**config.mk**
```make
export PLATFORM = sky130hd
export DESIGN_NAME = alu_seq
export DESIGN_NICKNAME = d
export VERILOG_FILES = /design/src/rtl/alu_seq.sv
export SDC_FILE = /design/constraint.sdc
export NUM_CORES = 1
export LEC_CHECK = 0
export CAP_MARGIN = 5
export CELL_PAD_IN_SITES_DETAIL_PLACEMENT = 1
export CELL_PAD_IN_SITES_GLOBAL_PLACEMENT = 1
export CORE_MARGIN = 4
export CORE_UTILIZATION = 40
export DETAILED_ROUTE_END_ITERATION = 16
export GPL_TIMING_DRIVEN = 0
export PLACE_DENSITY = 0.89
export SYNTH_ARGS = -nofsm -noshare
export SYNTH_HDL_FRONTEND = slang
export SYNTH_SLANG_ARGS = --single-unit
```
**constraint.sdc**
```tcl
create_clock -name clk -period 7.4 [get_ports clk]
set_clock_uncertainty 0.2 [all_clocks]
set_input_delay 1.85 -clock clk [delete_from_list [all_inputs] [get_ports clk]]
set_output_delay 1.85 -clock clk [all_outputs]
set_load 0.005 [all_outputs]
```
**src/rtl/alu_seq.sv**
```systemverilog
// Sequential ALU: add/sub/logic/variable shift on WIDTH-bit operands; ALU_SEQ_MUL_EN adds a shift-add multiply.
// Latency: 1 cycle for single-cycle ops, n+1 for a shift by n, WIDTH+1 for multiply.
// Backpressure: in_ready only in IDLE; the result and flags stay frozen in DONE until out_ready.
module alu_seq #(
   parameter int WIDTH = 8
) (
   input  logic             clk,
   input  logic             reset,
   input  logic             in_valid,
   output logic             in_ready,
   input  logic [3:0]       op,
   input  logic [WIDTH-1:0] a,
   input  logic [WIDTH-1:0] b,
   output logic             out_valid,
   input  logic             out_ready,
   output logic [WIDTH-1:0] result,
   output logic             zero,
   output logic             carry,
   output logic             negative,
   output logic             overflow,
   output logic             err,
   output logic             busy
);
   localparam int SW = $clog2(WIDTH);

`ifdef ALU_SEQ_MUL_EN
   typedef enum logic [1:0] {IDLE, SHIFT, MUL, DONE} state_t;
`else
   typedef enum logic [1:0] {IDLE, SHIFT, DONE} state_t;
`endif

   state_t           state;
   logic [WIDTH-1:0] acc;
   logic             shl_q;
   logic [SW:0]      cnt;

   logic [WIDTH:0]   sum_add;
   logic [WIDTH:0]   sum_sub;
   logic [WIDTH-1:0] fin_res;
   logic             fin_c;
   logic             fin_v;
   logic             fin_err;
   logic             is_shift;
   logic [SW-1:0]    shamt;
   logic [WIDTH-1:0] sh_next;
   logic             sh_out;

   assign sum_add  = {1'b0, a} + {1'b0, b};
   assign sum_sub  = {1'b0, a} + {1'b0, ~b} + {{WIDTH{1'b0}}, 1'b1};
   assign is_shift = (op == 4'b0110) || (op == 4'b0111);
   assign shamt    = b[SW-1:0];

   // One shift step; the bit leaving the register becomes the carry
   assign sh_out  = shl_q ? acc[WIDTH-1] : acc[0];
   assign sh_next = shl_q ? {acc[WIDTH-2:0], 1'b0} : {1'b0, acc[WIDTH-1:1]};

   always_comb begin
      fin_res = '0;
      fin_c   = 1'b0;
      fin_v   = 1'b0;
      fin_err = 1'b0;
      case (op)
         4'b0000: begin
            {fin_c, fin_res} = sum_add;
            fin_v = (a[WIDTH-1] == b[WIDTH-1]) && (sum_add[WIDTH-1] != a[WIDTH-1]);
         end
         4'b0001: begin
            {fin_c, fin_res} = sum_sub;
            fin_v = (a[WIDTH-1] != b[WIDTH-1]) && (sum_sub[WIDTH-1] != a[WIDTH-1]);
         end
         4'b0010: fin_res = a & b;
         4'b0011: fin_res = a | b;
         4'b0100: fin_res = a ^ b;
         4'b0101: fin_res = ~(a ^ b);
         4'b0110, 4'b0111: fin_res = a;
`ifdef ALU_SEQ_MUL_EN
         4'b1000: fin_res = '0;
`endif
         default: fin_err = 1'b1;
      endcase
   end

`ifdef ALU_SEQ_MUL_EN
   logic [WIDTH-1:0]   mcand;
   logic [2*WIDTH-1:0] prod;
   logic [WIDTH:0]     mul_sum;
   logic [2*WIDTH-1:0] prod_next;

   // prod holds {partial sum, remaining multiplier bits}; one multiplier bit retires per cycle
   assign mul_sum   = {1'b0, prod[2*WIDTH-1:WIDTH]} + (prod[0] ? {1'b0, mcand} : {(WIDTH+1){1'b0}});
   assign prod_next = {mul_sum, prod[WIDTH-1:1]};
`endif

   always_ff @(posedge clk) begin
      if (reset) begin
         state     <= IDLE;
         in_ready  <= 1'b1;
         out_valid <= 1'b0;
         result    <= '0;
         zero      <= 1'b0;
         carry     <= 1'b0;
         negative  <= 1'b0;
         overflow  <= 1'b0;
         err       <= 1'b0;
         busy      <= 1'b0;
         acc       <= '0;
         shl_q     <= 1'b0;
         cnt       <= '0;
`ifdef ALU_SEQ_MUL_EN
         mcand     <= '0;
         prod      <= '0;
`endif
      end else begin
         case (state)
            IDLE: begin
               if (in_valid) begin
                  in_ready <= 1'b0;
                  busy     <= 1'b1;
                  if (is_shift && (shamt != '0)) begin
                     state <= SHIFT;
                     acc   <= a;
                     shl_q <= (op == 4'b0110);
                     cnt   <= {1'b0, shamt};
                  end
`ifdef ALU_SEQ_MUL_EN
                  else if (op == 4'b1000) begin
                     state <= MUL;
                     mcand <= a;
                     prod  <= {{WIDTH{1'b0}}, b};
                     cnt   <= (SW+1)'(WIDTH);
                  end
`endif
                  else begin
                     state     <= DONE;
                     out_valid <= 1'b1;
                     result    <= fin_res;
                     zero      <= (fin_res == '0);
                     negative  <= fin_res[WIDTH-1];
                     carry     <= fin_c;
                     overflow  <= fin_v;
                     err       <= fin_err;
                  end
               end
            end
            SHIFT: begin
               acc <= sh_next;
               cnt <= cnt - 1'b1;
               if (cnt == (SW+1)'(1)) begin
                  state     <= DONE;
                  out_valid <= 1'b1;
                  result    <= sh_next;
                  zero      <= (sh_next == '0);
                  negative  <= sh_next[WIDTH-1];
                  carry     <= sh_out;
                  overflow  <= 1'b0;
                  err       <= 1'b0;
               end
            end
`ifdef ALU_SEQ_MUL_EN
            MUL: begin
               prod <= prod_next;
               cnt  <= cnt - 1'b1;
               if (cnt == (SW+1)'(1)) begin
                  state     <= DONE;
                  out_valid <= 1'b1;
                  result    <= prod_next[WIDTH-1:0];
                  zero      <= (prod_next[WIDTH-1:0] == '0);
                  negative  <= prod_next[WIDTH-1];
                  carry     <= (prod_next[2*WIDTH-1:WIDTH] != '0);
                  overflow  <= (prod_next[2*WIDTH-1:WIDTH] != '0);
                  err       <= 1'b0;
               end
            end
`endif
            DONE: begin
               if (out_ready) begin
                  state     <= IDLE;
                  out_valid <= 1'b0;
                  in_ready  <= 1'b1;
                  busy      <= 1'b0;
               end
            end
            default: state <= IDLE;
         endcase
      end
   end
endmodule

```
Word-level counts from Yosys, hierarchy flattened
Cells that the tools add are included.

operators by class
  add/subtract/negate cells = 4
  multiply operators = 0
  div/mod/pow operators = 0
  order comparisons = 0
  eq/ne operators = 19
  shift operators = 0
  multiplexer cells = 50
  bitwise gates (word level) = 5
  reduce and logical (&&, ||, !) cells = 20

operators by type and width
  cell                                                                   number
  8-bit case mux with 7 select lines                                     1
  8-bit 2-to-1 mux                                                       6
  8-bit case mux with 2 select lines                                     2
  1-bit 2-to-1 mux                                                       23
  8-bit by 8-bit adder with 9-bit output                                 2
  1-bit case mux with 2 select lines                                     9
  4-bit by 3-bit equality test with 1-bit output, second input constant  4
  8-bit zero test                                                        2
  8-bit inverter                                                         2
  3-bit AND reduction                                                    4
  2-bit inequality test, second input constant                           5
  9-bit by 1-bit adder with 9-bit output, second input constant          1
  8-bit bitwise AND                                                      1
  4-bit by 1-bit equality test with 1-bit output, second input constant  2
  4-bit by 2-bit equality test with 1-bit output, second input constant  2
  2-bit 2-to-1 mux                                                       4
  4-bit 2-to-1 mux                                                       2
  8-bit bitwise OR                                                       1
  4-bit case mux with 2 select lines                                     1
  8-bit OR reduction                                                     1
  8-bit XOR                                                              1
  2-bit case mux with 3 select lines                                     1
  3-bit nonzero test                                                     2
  5-bit AND reduction                                                    1
  other kinds (13)                                                       18

word-level totals
  register bits after elaboration = 31
  latch bits = 0
  bits in writable memories = 0
  bits in read-only memories = 0
  bits of input ports = 24
  output and inout port bits = 16
  memories kept = 0

Logic depth before layout (Yosys ltp)
Gate-level depths: netlist of the first run.

  depth after elaboration = 9
  depth in mapped cells = 11

Worst setup path before layout of the first run
No wires, ideal clock.

  path kind = input -> register
  start point = input port a[0]
  end point = register zero
  data arrival time = 4.009 ns
  required time = 7.127 ns
  path slack = 3.118 ns
  cell stages on the path = 11
  cells stage by stage = inv_1 -> ha_1 -> fa_1 -> or2_4 -> a221oi_2 -> o31ai_1 -> a211o_1 -> mux2i_1 -> o21ai_1 -> o311a_1 -> nor3_2

between the ends
  cells in the longest elaborated chain, start to end = 7
  elaborated cells between the ends (all ways) = 12
  those cells by class = add/sub (3); mux (4); bitwise (4); reduce/logical (1)

RTL lines
  element                                                                          line        text
  start, declared                                                                  12          input logic [WIDTH-1:0] a,
  8-bit by 8-bit adder with 9-bit output / 8-bit XOR (equally long branches)       49, 73, 74
  9-bit by 1-bit adder with 9-bit output / 8-bit inverter (equally long branches)  49, 74
  8-bit case mux with 7 select lines *                                             62          case (op)
  8-bit zero test *                                                                137         zero <= (fin_res == '0);
  1-bit 2-to-1 mux *                                                               119         if (is_shift && (shamt != '0)) begin
  1-bit 2-to-1 mux *                                                               116         if (in_valid) begin
  1-bit case mux with 2 select lines *                                             114         case (state)
  end signal, assigned                                                             137
  end signal, assigned                                                             152         zero <= (sh_next == '0);
  end, declared                                                                    17          output logic zero,

Every way passes the cells marked *; elsewhere a longest branch is shown, timed or not. The select of a mux whose other input is x is not followed.
A chain may end at the register's enable or synchronous reset.

Final worst setup path of the first run
Ends and elaborated chain as after synthesis.

==> results of run 1 <==
-- routing by layer --
layer	global-route usage	up-vias
met2	0.373	75
li1	-	1344
met1	0.271	1389
met3	0.0317	21
met5	0	-
met4	0.0638	0
-- final timing paths --
path                                 from         to  slack (ps)  cells past startpoint
worst max-delay path                 a[0]       zero        2430                     12
worst min-delay path            result[5]  result[5]         260                      2
worst max register to register   state[0]       zero        4950                      6
worst min register to register  result[5]  result[5]         260                      2
-- tightest hold or removal path, cell delays in order, from the launching register on --
cell	delay, ps
dfxtp_1	310
nand2_1	50
a21oi_1	50
-- through the flow --
step                      utilization  hold slack, ps  setup WS [ps]
after floorplan                     -             241           3120
after global placement          0.488             244           2190
after detailed placement        0.488             247           2150
after CTS                       0.505             256           2440
after global routing            0.505             298           2310
final                           0.505             256           2430
-- logic make-up (layout without fill, tap and decap cells) --
kind of cell	Yosys count	in the layout	share of synthesized area
flops	30	30	0.222
xor+xnor	7	7	0.0227
mux	12	12	0.0449
simple gates	110	110	0.203
fa+ha+maj	28	28	0.135
compound gates	113	113	0.280
buf+inv	51	93	0.0925
-- placed cells by master (no fill, tap or decap), types with 4 or more instances in the layout --
master	count
o21bai_1	4
clkbuf_8	8
nor3_1	9
xnor2_1	6
nand3_1	4
nand2_1	22
o211ai_1	5
nor2b_1	5
inv_1	27
clkbuf_1	12
ha_1	26
a211oi_1	9
mux2i_1	11
a22oi_1	5
o21ai_0	21
dfxtp_1	30
nor2_1	45
a21oi_1	35
clkdlybuf4s50_1	35
a221oi_1	10
-- power by group --
group	total, W	switching (W)	internal, W
clock network	0.000170	0.0000628	0.000108
registers	0.000178	0.00000636	0.000171
logic	0.000170	0.0000927	0.0000770
total	0.000518	0.000162	0.000356
-- cell type report --
cell class / count / area share
flip-flops and latches: 30 / 0.184
clock inverters: 1 / 0.00920
repair buffers: 35 / 0.107
clock buffers: 6 / 0.0253
inverters: 27 / 0.0310
well taps: 77 / 0.0295
plain buffers: 24 / 0.0456
multi-input cells: 270 / 0.568
-- state kept, by name, summed over array words and instances, names as in the netlist, 2 cells and up --
register  cells
result        8
acc           8
cnt           4
state         2
==> out/summary.txt, run 1 <==
CP Capture Type: flip-flop
Power Density: 159 nW/um^2
Synthesis Warnings: 0
largest net degree at the start of global routing: 11
Initial Util: 0.419
top-area cell type share of the netlist area: 0.222
cells after synthesis: 351
PnR Total Power: 0.000518 W
CP top delay family: compound AO/OA/AOI/OAI gates
GR Overflow Total: 0
count of state elements after synthesis: 30
syn avg cell area: 7.71 um^2
clk_lat worst skew: 290 ps
metal2 WL: 4.21 mm
Setup Viol. Count Final: 0
mapped cell area: 2710 um^2
crit path launch type: input pin
Die Y: 90.2 um
IO Port Bufs: 35
post-route cell area: 3260 um^2
post-route insts no fill: 470
Via-to-Cell Ratio: 6.02
max layer used: met4
post-route ant nets: 0
fin crit share: 0.672
cells along the critical path: clkdlybuf4s50_1 -> inv_1 -> ha_1 -> fa_1 -> or2_4 -> a221oi_2 -> o31ai_1 -> a211o_1 -> mux2i_1 -> o21ai_1 -> o311a_1 -> nor3_2
DR vias: 2,829
setup bufs post-CTS: 0
worst-margin pin slew: 1160 ps
Layout area overhead: 20.7%
EDFF count, synth: 0
max_slew headroom: 0.217
Slew Viols, Final: 0
detailed placement HPWL: 6.57 mm
worst setup path category: input pin to flip-flop
CP arrival: 4990 ps
Yosys cell types: 62
Worst EP required: 7410 ps
Placer Congestion: 0.882
Top FF cell, synth: dfxtp_1
CTS Hold Bufs: 0
status: finished, final reports clean
# clock sinks: 30
Total GRT Usage: 0.214
DR DRC count: 0
met1 WL: 3.81 mm
synth top area cells: dfxtp_1 (22%), ha_1 (12%), a21oi_1 (6.5%), nor2_1 (6.2%), mux2i_1 (4.1%)
crit-path max FO: 4
CTS tree: yes
RSZ-0062 raised after global routing: no
setup_tns: 0 ps
Fin. Hold Viols: 0
Async SR Flop Fraction: 0
Antenna diodes: 0
register area: 601 um^2
Met3 Wirelength: 348 um
vias in the first global route: 2,964
Buffers & Inverters on Critical Path: 2
clock root cell: clkbuf_8
Cell Area, Placed: 3150 um^2
die area: 8140 um^2
Leakage: 1.30 nW
post-synth top area cell: dfxtp_1
slowest CP cell: clkdlybuf4s50_1
IO Pins: 40
Inserted Clock Buffers: 5
share of layout cells above drive strength 1: 0.0865
CTS resizes: 0
Tmin final: 4970 ps
First-pass DRT Iterations: 5
fmax: 201 MHz
Iteration-0 DRC Markers: 134
Synth top cells by count: nor2_1 (45), a21oi_1 (35), dfxtp_1 (30), inv_1 (27), ha_1 (26)
final wirelength: 8.56 mm
syn nets: 403
CP max stage delay: 580 ps
max-cap violations: 0
Core Region: 6460 um^2
top-count cell post-synth: nor2_1
clock buffer depth: 2
die width: 90.2 um
FILL cells: 810
CTS H-Tree Depth: 2
worst hold path type: flip-flop to flip-flop
Seq/Total Area, Yosys: 0.222
Max VDD drop: 97.9 uV
Multi-input gate area: 1850 um^2
first-pass GRT wire length: 14.4 mm
antenna violations before repair: 0
wire per inst: 18.2 um
Clk pin slew, worst setup/hold paths: 60 ps
final-stage net count: 445
Placement Rows: 29
placed insts: 463
No activity file was read; power rests on OpenSTA's default activity.
==> inputs of run 2 (changes only) <==
==> constraint.sdc (replaced) <==
create_clock -name clk -period 4.9 [get_ports clk]
set_clock_uncertainty 0.2 [all_clocks]
set_input_delay 1.225 -clock clk [delete_from_list [all_inputs] [get_ports clk]]
set_output_delay 1.225 -clock clk [all_outputs]
set_load 0.005 [all_outputs]
==> results of run 2 <==
Same layout as run 1 (identical final DEF). Status: finished, final reports clean.
Main changes from that run: setup slack after placement 2150 ps -> 279 ps; setup slack after layout 2430 ps -> 551 ps; register-to-register setup slack 4950 ps -> 2450 ps; total power 0.000518 W -> 0.000782 W; worst IR drop on VDD 97.9 uV -> 148 uV
==> inputs of run 3 (changes only) <==
--- a/config.mk
+++ b/config.mk
@@ -9,10 +9,10 @@
 export CELL_PAD_IN_SITES_DETAIL_PLACEMENT = 1
 export CELL_PAD_IN_SITES_GLOBAL_PLACEMENT = 1
 export CORE_MARGIN = 4
-export CORE_UTILIZATION = 40
+export CORE_UTILIZATION = 36
 export DETAILED_ROUTE_END_ITERATION = 16
 export GPL_TIMING_DRIVEN = 0
-export PLACE_DENSITY = 0.89
+export PLACE_DENSITY = 0.85
 export SYNTH_ARGS = -nofsm -noshare
 export SYNTH_HDL_FRONTEND = slang
 export SYNTH_SLANG_ARGS = --single-unit
==> constraint.sdc (replaced) <==
create_clock -name clk -period 3.9 [get_ports clk]
set_clock_uncertainty 0.2 [all_clocks]
set_input_delay 0.975 -clock clk [delete_from_list [all_inputs] [get_ports clk]]
set_output_delay 0.975 -clock clk [all_outputs]
set_load 0.005 [all_outputs]
==> run 3 against run 2 <==
  * Sequential share of layout area down 0.26 points
  * Largest cell class unchanged
  * Combinational power is 29% higher
  * Highest routed layer unchanged
  * Via count is 2.1% lower
  * Routed wire length grew 4.2%
  * Critical endpoint unchanged
  * Largest power group unchanged
  * Clock power about the same
==> out/summary.txt, run 3 (same netlist as run 1, synthesis figures left out) <==
status: finished, final reports clean
IO Pins: 40
commonest non-fill, non-tap cell in the layout: nor2_1
DR vias: 2,769
Clk pin slew, worst setup/hold paths: 60 ps
met1 WL: 4.01 mm
commonest cells after routing, fill and taps aside: nor2_1 (45), a21oi_1 (35), dfxtp_1 (30), inv_1 (27), clkdlybuf4s50_1 (27)
PnR Total Power: 0.000922 W
cell count of the worst reg-to-reg path: 7
Worst path depth: 11
Combinational Power Share: 0.359
max-cap violations: 0
max_slew headroom: 0.279
Max VDD drop: 196 uV
worst-margin pin slew: 1070 ps
vias in the first global route: 2,970
crit path launch type: input pin
RSZ-0062 raised after global routing: no
Hold Startpoint: carry
Leakage: 1.35 nW
Via-to-Cell Ratio: 5.62
CP arrival: 3730 ps
fmax: 269 MHz
IO Port Bufs: 35
worst hold path type: flip-flop to flip-flop
Met3 Wirelength: 386 um
Placer Congestion: 0.844
Hold Crit Depth: 2
metal2 WL: 4.37 mm
CP Capture Type: flip-flop
share of layout cells above drive strength 1: 0.0964
first-pass GRT wire length: 14.3 mm
post-route cell area: 3310 um^2
slowest CP cell: fa_1
wire per inst: 18.1 um
die width: 94.7 um
Core Region: 7290 um^2
switching pwr: 0.000307 W
post-route ant nets: 0
RR Startpoint: cnt[1]
largest registers: acc: 8 flops, result: 8 flops, cnt: 4 flops
CP top delay family: compound AO/OA/AOI/OAI gates
final wirelength: 8.91 mm
Buffers & Inverters on Critical Path: 2
max layer used: met4
FILL cells: 922
crit-path max FO: 6
Placement Rows: 31
# clock sinks: 30
die area: 8970 um^2
Inserted Clock Buffers: 5
GR Overflow Total: 0
worst setup path category: input pin to flip-flop
Int Pwr: 0.000615 W
largest net degree at the start of global routing: 11
Power Density: 278 nW/um^2
Setup Viol. Count Final: 0
sequential fraction of design power: 0.366
Tmin final: 3720 ps
First-pass DRT Iterations: 5
Initial Util: 0.371
CTS tree: yes
final-stage net count: 445
CTS Hold Bufs: 0
antenna violations before repair: 0
Slew Viols, Final: 0
Die Y: 94.7 um
Cell Area, Placed: 3180 um^2
Fin. Hold Viols: 0
Antenna diodes: 0
clock network power share: 0.276
clock buffer depth: 2
detailed placement HPWL: 6.88 mm
CTS H-Tree Depth: 2
fin crit share: 0.954
Worst EP required: 3910 ps
clock root cell: clkbuf_8
DR DRC count: 0
Sw Share: 0.333
Crit. Startpoint: a[1]
cells along the critical path: clkdlybuf4s15_1 -> inv_1 -> fa_1 -> or2_4 -> a221oi_4 -> o31ai_2 -> a211o_1 -> a21oi_1 -> o21ai_1 -> o311a_1 -> nor3_2
Total GRT Usage: 0.198
clk_lat worst skew: 270 ps
Layout area overhead: 22.4%
CP max stage delay: 480 ps
Iteration-0 DRC Markers: 173
==> run 3: area by class of cell <==
cell class,instances,area (um^2),area share
buffer,23,145,0.0438
tap,99,124,0.0374
timing repair buffer,36,368,0.111
clock inverter,1,5.00,0.00151
clock buffer,7,86.3,0.0261
sequential,30,601,0.181
multi-input combinational,270,1880,0.568
inverter,27,101,0.0306
==> run 3: worst paths after layout <==
| kind | endpoint | slack [ps] |
|---|---|---|
| max reg2reg | result[0] | 1360 |
| min reg2reg | carry | 260 |
| max | zero | 180 |
| min | carry | 260 |
==> run 3: power groups by stage <==
| stage | Clock, W | Sequential [W] | Combinational (W) |
|---|---|---|---|
| 2_1_floorplan | 0 | 0.000343 | 0.000201 |
| 3_3_place_gp | 0 | 0.000342 | 0.000307 |
| 3_5_place_dp | 0 | 0.000344 | 0.000319 |
| 4_1_cts | 0.000258 | 0.000337 | 0.000326 |
| 5_1_grt | 0.000277 | 0.000339 | 0.000364 |
| 6_report | 0.000254 | 0.000337 | 0.000331 |
==> run 3: routing by layer <==
layer / track usage / vias up
li1: - / 1343
met1: 0.255 / 1355
met2: 0.351 / 61
met3: 0.0287 / 10
met4: 0.0385 / 0
met5: 0 / -
==> run 3: worst reg2reg max path, delay by kind of cell (launching register included) <==
| kind | cells | cell delay [ps] |
|---|---|---|
| adders and majority gates | 1 | 190 |
| buffers and inverters | 2 | 460 |
| and+or+nand+nor | 2 | 440 |
| AOI/OAI and AO/OA | 2 | 830 |
| DFF | 1 | 350 |
==> run 3: what timing repair did <==
item	in CTS	in global routing
endpoints found under the setup margin	2	2
cloned	0	0
buffers inserted	0	1
resized for setup	6	7
pin swaps	0	1
==> run 3: through the flow <==
stage,hold slack [ps],TNS (ps),setup WS [ps],std cells,utilization
final,259,0,181,493,0.454
after global routing,280,0,30.2,493,0.454
after floorplan,241,0,493,351,-
after global placement,243,-1030,-401,485,0.436
after CTS,261,0,49.2,493,0.451
after detailed placement,253,-1420,-450,485,0.436
